File: src/rtl/sumnb_pipe.sv
// ---------------------------------------------------------------------------
// sumnb_pipe : pipelined WIDTH-bit adder/subtractor.
//
// The operands are cut into STAGES chunks of CHUNK = WIDTH/STAGES bits. Each
// stage ripples one chunk through a chain of sum1b full adders and registers
// the partial sum, the chunk carry and the operand bits still to be added.
// Carries therefore cross one chunk per clock. A valid/ready handshake with
// full backpressure sustains one result per cycle.
//
// Ports:
//   clk        rising-edge clock
//   rst_n      asynchronous active-low reset
//   in_valid   operand beat valid
//   in_ready   block accepts a beat this cycle (combinational from out_ready)
//   a, b       operands (unsigned or two's complement)
//   ci         carry-in, add mode only
//   sub        0: a + b + ci   1: a - b (a + ~b + 1, ci ignored)
//   out_valid  result beat valid
//   out_ready  downstream takes the result
//   sum        result modulo 2^WIDTH
//   cout       carry out of the MSB (subtract: 1 = no borrow)
//   ovf        signed overflow (carry into MSB xor carry out of MSB)
// ---------------------------------------------------------------------------
module sumnb_pipe #(
    parameter int WIDTH  = 16,
    parameter int STAGES = 4
) (
    input  logic             clk,
    input  logic             rst_n,
    input  logic             in_valid,
    output logic             in_ready,
    input  logic [WIDTH-1:0] a,
    input  logic [WIDTH-1:0] b,
    input  logic             ci,
    input  logic             sub,
    output logic             out_valid,
    input  logic             out_ready,
    output logic [WIDTH-1:0] sum,
    output logic             cout,
    output logic             ovf
);

    localparam int CHUNK = WIDTH / STAGES;

    if (STAGES < 1 || (WIDTH % STAGES) != 0) begin : g_bad_params
        $error("sumnb_pipe: WIDTH must be a positive multiple of STAGES");
    end

    // One full-adder cell: returns {carry_out, sum_bit}.
    function automatic logic [1:0] sum1b(input logic x, input logic y, input logic cin);
        return {(x & y) | (x & cin) | (y & cin), x ^ y ^ cin};
    endfunction

    // CHUNK-bit ripple slice built from sum1b cells: returns {carry_out, sum}.
    function automatic logic [CHUNK:0] ripple(input logic [CHUNK-1:0] x,
                                              input logic [CHUNK-1:0] y,
                                              input logic             cin);
        logic             c;
        logic [CHUNK-1:0] s;
        logic [1:0]       fa;
        c  = cin;
        s  = '0;
        fa = '0;
        for (int i = 0; i < CHUNK; i++) begin
            fa   = sum1b(x[i], y[i], c);
            s[i] = fa[0];
            c    = fa[1];
        end
        return {c, s};
    endfunction

    // What each stage sees from upstream. Operand vectors are kept shifted so
    // the chunk a stage works on always sits at bits [CHUNK-1:0].
    logic [WIDTH-1:0]  a_in [STAGES];
    logic [WIDTH-1:0]  b_in [STAGES];
    logic [WIDTH-1:0]  s_in [STAGES];
    logic [STAGES-1:0] v_in;
    logic [STAGES-1:0] c_in;
    logic [STAGES-1:0] stage_v;
    logic [STAGES:0]   rdy;

    // Subtraction is a + ~b + 1: invert b once here and force the carry-in.
    assign a_in[0] = a;
    assign b_in[0] = sub ? ~b : b;
    assign s_in[0] = '0;
    assign v_in[0] = in_valid;
    assign c_in[0] = sub | ci;

    // A stage may load when it is empty or when the stage after it moves on.
    assign rdy[STAGES] = out_ready;
    assign in_ready    = rdy[0];

    for (genvar k = 0; k < STAGES; k++) begin : g_stage
        localparam int LO = k * CHUNK;

        logic             v_q, v_d;
        logic             carry_q, carry_d;
        logic [WIDTH-1:0] sum_q, sum_d;
        logic [CHUNK:0]   slice;
        logic             load;

        assign rdy[k]     = !v_q | rdy[k+1];
        assign stage_v[k] = v_q;
        assign slice      = ripple(a_in[k][CHUNK-1:0], b_in[k][CHUNK-1:0], c_in[k]);
        // Data only moves for a real beat; a bubble leaves held data untouched.
        assign load       = rdy[k] & v_in[k];

        // NOTE: every always_comb output gets its hold value first so no path
        // leaves it unassigned; otherwise synthesis infers a latch.
        always_comb begin
            v_d     = rdy[k] ? v_in[k] : v_q;
            carry_d = carry_q;
            sum_d   = sum_q;
            if (load) begin
                carry_d              = slice[CHUNK];
                sum_d                = s_in[k];
                sum_d[LO +: CHUNK]   = slice[CHUNK-1:0];
            end
        end

        // NOTE: data registers are reset as well as valid bits, because the
        // last stage drives sum/cout/ovf directly and those must read 0 in reset.
        always_ff @(posedge clk or negedge rst_n) begin
            if (!rst_n) begin
                v_q     <= 1'b0;
                carry_q <= 1'b0;
                sum_q   <= '0;
            end else begin
                // NOTE: non-blocking assignments so every stage samples the
                // pre-edge value of its neighbour, giving true pipeline behaviour.
                v_q     <= v_d;
                carry_q <= carry_d;
                sum_q   <= sum_d;
            end
        end

        if (k < STAGES - 1) begin : g_mid
            // Operand bits above the chunk just consumed.
            localparam int REM = WIDTH - (k + 1) * CHUNK;

            logic [REM-1:0] a_q, a_d;
            logic [REM-1:0] b_q, b_d;

            always_comb begin
                a_d = a_q;
                b_d = b_q;
                if (load) begin
                    a_d = a_in[k][CHUNK +: REM];
                    b_d = b_in[k][CHUNK +: REM];
                end
            end

            always_ff @(posedge clk or negedge rst_n) begin
                if (!rst_n) begin
                    a_q <= '0;
                    b_q <= '0;
                end else begin
                    a_q <= a_d;
                    b_q <= b_d;
                end
            end

            assign a_in[k+1] = WIDTH'(a_q);
            assign b_in[k+1] = WIDTH'(b_q);
            assign s_in[k+1] = sum_q;
            assign v_in[k+1] = v_q;
            assign c_in[k+1] = carry_q;
        end else begin : g_last
            logic ovf_q, ovf_d;

            // Carry into the MSB is recovered as s ^ a ^ b' of the top bit.
            always_comb begin
                ovf_d = ovf_q;
                if (load) begin
                    ovf_d = slice[CHUNK-1] ^ a_in[k][CHUNK-1] ^ b_in[k][CHUNK-1]
                          ^ slice[CHUNK];
                end
            end

            always_ff @(posedge clk or negedge rst_n) begin
                if (!rst_n) begin
                    ovf_q <= 1'b0;
                end else begin
                    ovf_q <= ovf_d;
                end
            end

            assign out_valid = v_q;
            assign sum       = sum_q;
            assign cout      = carry_q;
            assign ovf       = ovf_q;
        end
    end

endmodule

File: config.mk
export PLATFORM = sky130hd
export DESIGN_NAME = sumnb_pipe
export DESIGN_NICKNAME = d
export VERILOG_FILES = /design/src/rtl/sumnb_pipe.sv
export SDC_FILE = /design/constraint.sdc
export NUM_CORES = 1
export LEC_CHECK = 0
export CAP_MARGIN = 40
export CORE_MARGIN = 2
export CORE_UTILIZATION = 54
export DETAILED_ROUTE_END_ITERATION = 10
export PLACE_DENSITY = 0.79
export SLEW_MARGIN = 5
export SYNTH_ARGS = -nofsm -noshare
export SYNTH_HDL_FRONTEND = slang
export SYNTH_SLANG_ARGS = --single-unit
File: constraint.sdc
create_clock -name clk -period 3.2 [get_ports clk]
set_clock_uncertainty 0.1 [all_clocks]
set_input_delay 0.64 -clock clk [delete_from_list [all_inputs] [get_ports clk]]
set_output_delay 0.64 -clock clk [all_outputs]
set_load 0.01 [all_outputs]
==> Implementation_results.wiki <==
{| class="wikitable"
! Metric !! Value
|-
| Run status || finished, final reports clean
|-
| RSZ-0062 raised after global routing || false
|-
| Horiz. Die Dim || 92.6 um
|-
| Core area || slightly below 8000 um^2
|-
| Cell type of the slowest stage on the worst timing path || sky130_fd_sc_hd__clkdlybuf4s50_1
|-
| Antenna violations before repair || 0
|-
| Cell area after synthesis || 4240 um^2
|-
| Final hold slack || approximately 0.23 ns
|-
| Power Density || 812 nW/um^2
|-
| Clock net sink count || 97
|-
| Largest net degree at the start of global routing || 60
|-
| Data required time at the worst endpoint || around 3.3 ns
|-
| Clock network latency to the later pin of the worst-skew pair || 0.35 ns
|-
| Drt initial violations || 124
|-
| Number of antenna cells inserted || 0
|-
| Final design area excluding fillers || 5200 um^2
|-
| Largest fanout on the critical path || 15
|-
| Number of buffers added on ports || 57
|-
| Routed wire length || 6.54 mm
|-
| Net total in the final layout || roughly 400
|-
| Max rail drop VDD || 320 uV
|-
| DRC Markers || 0
|-
| Clock buffer count from CTS || 9
|-
| Number of distinct standard cells referenced by the synthesized netlist || 18
|-
| Post-route fraction of the period consumed by the critical path || 0.927
|-
| DR vias || around 2,300
|-
| Routed via count divided by cell count || 4.95
|-
| Remaining global-route overflow || 0
|-
| Vias in the first global route || between 2,000 and 2,500
|-
| Max Cap Violations || 0
|-
| Post-layout total power || approximately 0.0042 W
|-
| Syn Nets || 341
|-
| Post-Synthesis Cells || approximately 290
|-
| Final count of negative-setup-slack endpoints || 0
|-
| Critical Path End Type || register
|-
| Synthesized area per cell || 14.8 um^2
|-
| Flip-flop and latch count after synthesis || 97
|-
| Number of hold buffers added after CTS || 0
|-
| Maximum frequency from static timing analysis || 0.337 GHz
|-
| Drt pass-1 iters || 4
|-
| Number of placement rows || 32
|-
| Crit-path most repeated cell || sky130_fd_sc_hd__fa_1
|-
| Number of post-CTS setup repair buffers || 0
|-
| Cts repair resizes || 0
|-
| Final max-slew violation count || 0
|-
| Category of the most critical setup path || input pin to register
|-
| Full die area || between 8000 and 9000 um^2
|-
| Worst hold path type || input pin to async pin
|-
| Wire length per cell || 14.2 um
|-
| H-tree depth || 3
|-
| Last weighted congestion value of the routability-driven placer || about 0.76
|-
| Worst Setup Slack, final || 0.233 ns
|-
| YS warnings || 0
|-
| Leakage power summed over all cells || about 2.3 nW
|-
| Maximum clock insertion buffer count || 2
|-
| Aggregate negative setup slack || 0 ns
|-
| Slew headroom || 0.525
|-
| Sequential share of the synthesized area || 0.572
|-
| Post-route minimum period || 2.97 ns
|-
| Remaining antenna violation count || 0
|-
| Startpoint kind of the worst setup timing path || input pin
|-
| Data arrival time of the critical path || approximately 3.1 ns
|-
| Worst slack, placed || -0.137 ns
|-
| Overall die height || roughly 93 um
|-
| Actual slew at the worst max-slew pin || 0.713 ns
|-
| DP Area || roughly 5000 um^2
|-
| Buffer cell driving the clock tree root || sky130_fd_sc_hd__clkbuf_8
|-
| Critical Path Max Stage Delay || 0.51 ns
|-
| Clock input transition at the sequential cells of the worst setup and hold paths || 0.08 ns
|-
| Detail Placement HPWL || 4.82 mm
|-
| Cells along the critical path || clkdlybuf4s50_1, buf_4, xnor2_1, fa_1, fa_1, inv_1, fa_1, mux2_2
|-
| Total global routing track utilization || 0.174
|-
| Register-to-Register Path Depth || 10
|-
| Fraction of layout cells with a size suffix above 1 || 0.292
|-
| Starting utilization of the core area || 0.552
|-
| First-pass GRT wire length || 11.4 mm
|-
| Area growth from synthesis to layout || 22.5%
|-
| Endpoints failing hold || 0
|-
| CTS tree || done
|-
| IO Count || between 50 and 60
|}
## layer usage
metal / vias up / GRT usage / part of all wire
li1: 1083 / - / -
met1: 1145 / 0.256 / 0.48
met2: 45 / 0.257 / 0.47
met3: 7 / 0.0334 / 0.034
met4: 0 / 0.0735 / 0.013
met5: - / 0 / 0
## sequential cells by signal, summed over array words and instances (netlist names)
signal	cells
cout	1
g_stage.g_mid.b_q	24
g_stage.g_mid.a_q	24
out_valid	1
g_stage.carry_q	3
g_stage.sum_q	24
g_stage.v_q	3
sum	16
ovf	1
## synthesized netlist by cell type (all sizes together)
cell | count | area share
a21boi | 1 | 0.0027
dfrtp | 97 | 0.57
nand2 | 5 | 0.0044
inv | 33 | 0.029
and4b | 1 | 0.0032
buf | 10 | 0.015
fa | 16 | 0.075
mux2 | 78 | 0.21
nand3b | 1 | 0.0018
o21ai | 10 | 0.012
nand4b | 1 | 0.0021
nand2b | 4 | 0.0059
xor2 | 13 | 0.027
xnor2 | 6 | 0.012
mux2i | 10 | 0.024
or2 | 1 | 0.0015
## area by class of cell
type | count | area, um^2
fillers | 569 | 2490
clock buffers | 11 | 131
multi-input cells | 147 | 1640
inverters | 33 | 124
flip-flops and latches | 97 | 2430
clock inverters | 5 | 104
well taps | 102 | 128
repair buffers | 66 | 648
## power by group
group / leakage (nW) / switching, W / internal (W)
clock network: 0.118 / 0.000395 / 0.000520
registers: 1.13 / 0.000251 / 0.00167
logic: 1.09 / 0.000543 / 0.000838
total: 2.34 / 0.00119 / 0.00303
## cells in the final DEF, fill, tap and decap left out, drive strengths merged, types with 10 or more instances in the layout
cell | netlist | routed
fa | 16 | 16
inv | 33 | 33
dfrtp | 97 | 97
mux2i | 10 | 10
clkbuf | 0 | 11
o21ai | 10 | 10
clkdlybuf4s50 | 0 | 56
buf | 10 | 10
mux2 | 78 | 78
xor2 | 13 | 13
## worst max-delay path, delay by kind of cell
family / cells / cell delay, ns
buffers and inverters: 3 / 0.86
multiplexers: 1 / 0.27
adder cells (fa/ha/maj): 3 / 1.20
XOR/XNOR: 1 / 0.14
## worst paths after layout
path | start | end | slack [ns]
max | sub | g_stage[0].sum_q[3]$_DFFE_PN0P_ | 0.23
min | rst_n | g_stage[0].g_mid.a_q[5]$_DFFE_PN0P_ | 0.23
max reg2reg | g_stage[2].carry_q$_DFFE_PN0P_ | ovf$_DFFE_PN0P_ | 0.45
min reg2reg | g_stage[1].g_mid.a_q[4]$_DFFE_PN0P_ | g_stage[2].g_mid.a_q[0]$_DFFE_PN0P_ | 0.40
max in group asynchronous | rst_n | g_stage[0].g_mid.a_q[8]$_DFFE_PN0P_ | 2.08
min in group clk | g_stage[1].g_mid.a_q[4]$_DFFE_PN0P_ | g_stage[2].g_mid.a_q[0]$_DFFE_PN0P_ | 0.40
## cells by family (layout without fill, tap and decap cells)
kind of cell / Yosys count / after routing / synth area share
compound gates: 11 / 11 / 0.0145
xor+xnor: 19 / 19 / 0.0392
fa+ha+maj: 16 / 16 / 0.0755
buf+inv: 43 / 115 / 0.0439
flops: 97 / 97 / 0.572
mux: 88 / 88 / 0.236
simple gates: 13 / 13 / 0.0189
## per-stage QoR
step	utilization	instances
floorplan	-	287
global placement	0.646	445
detailed placement	0.646	445
CTS	0.676	461
global route	0.676	461
finish	0.676	461
Power figures use the tool's default switching activity.
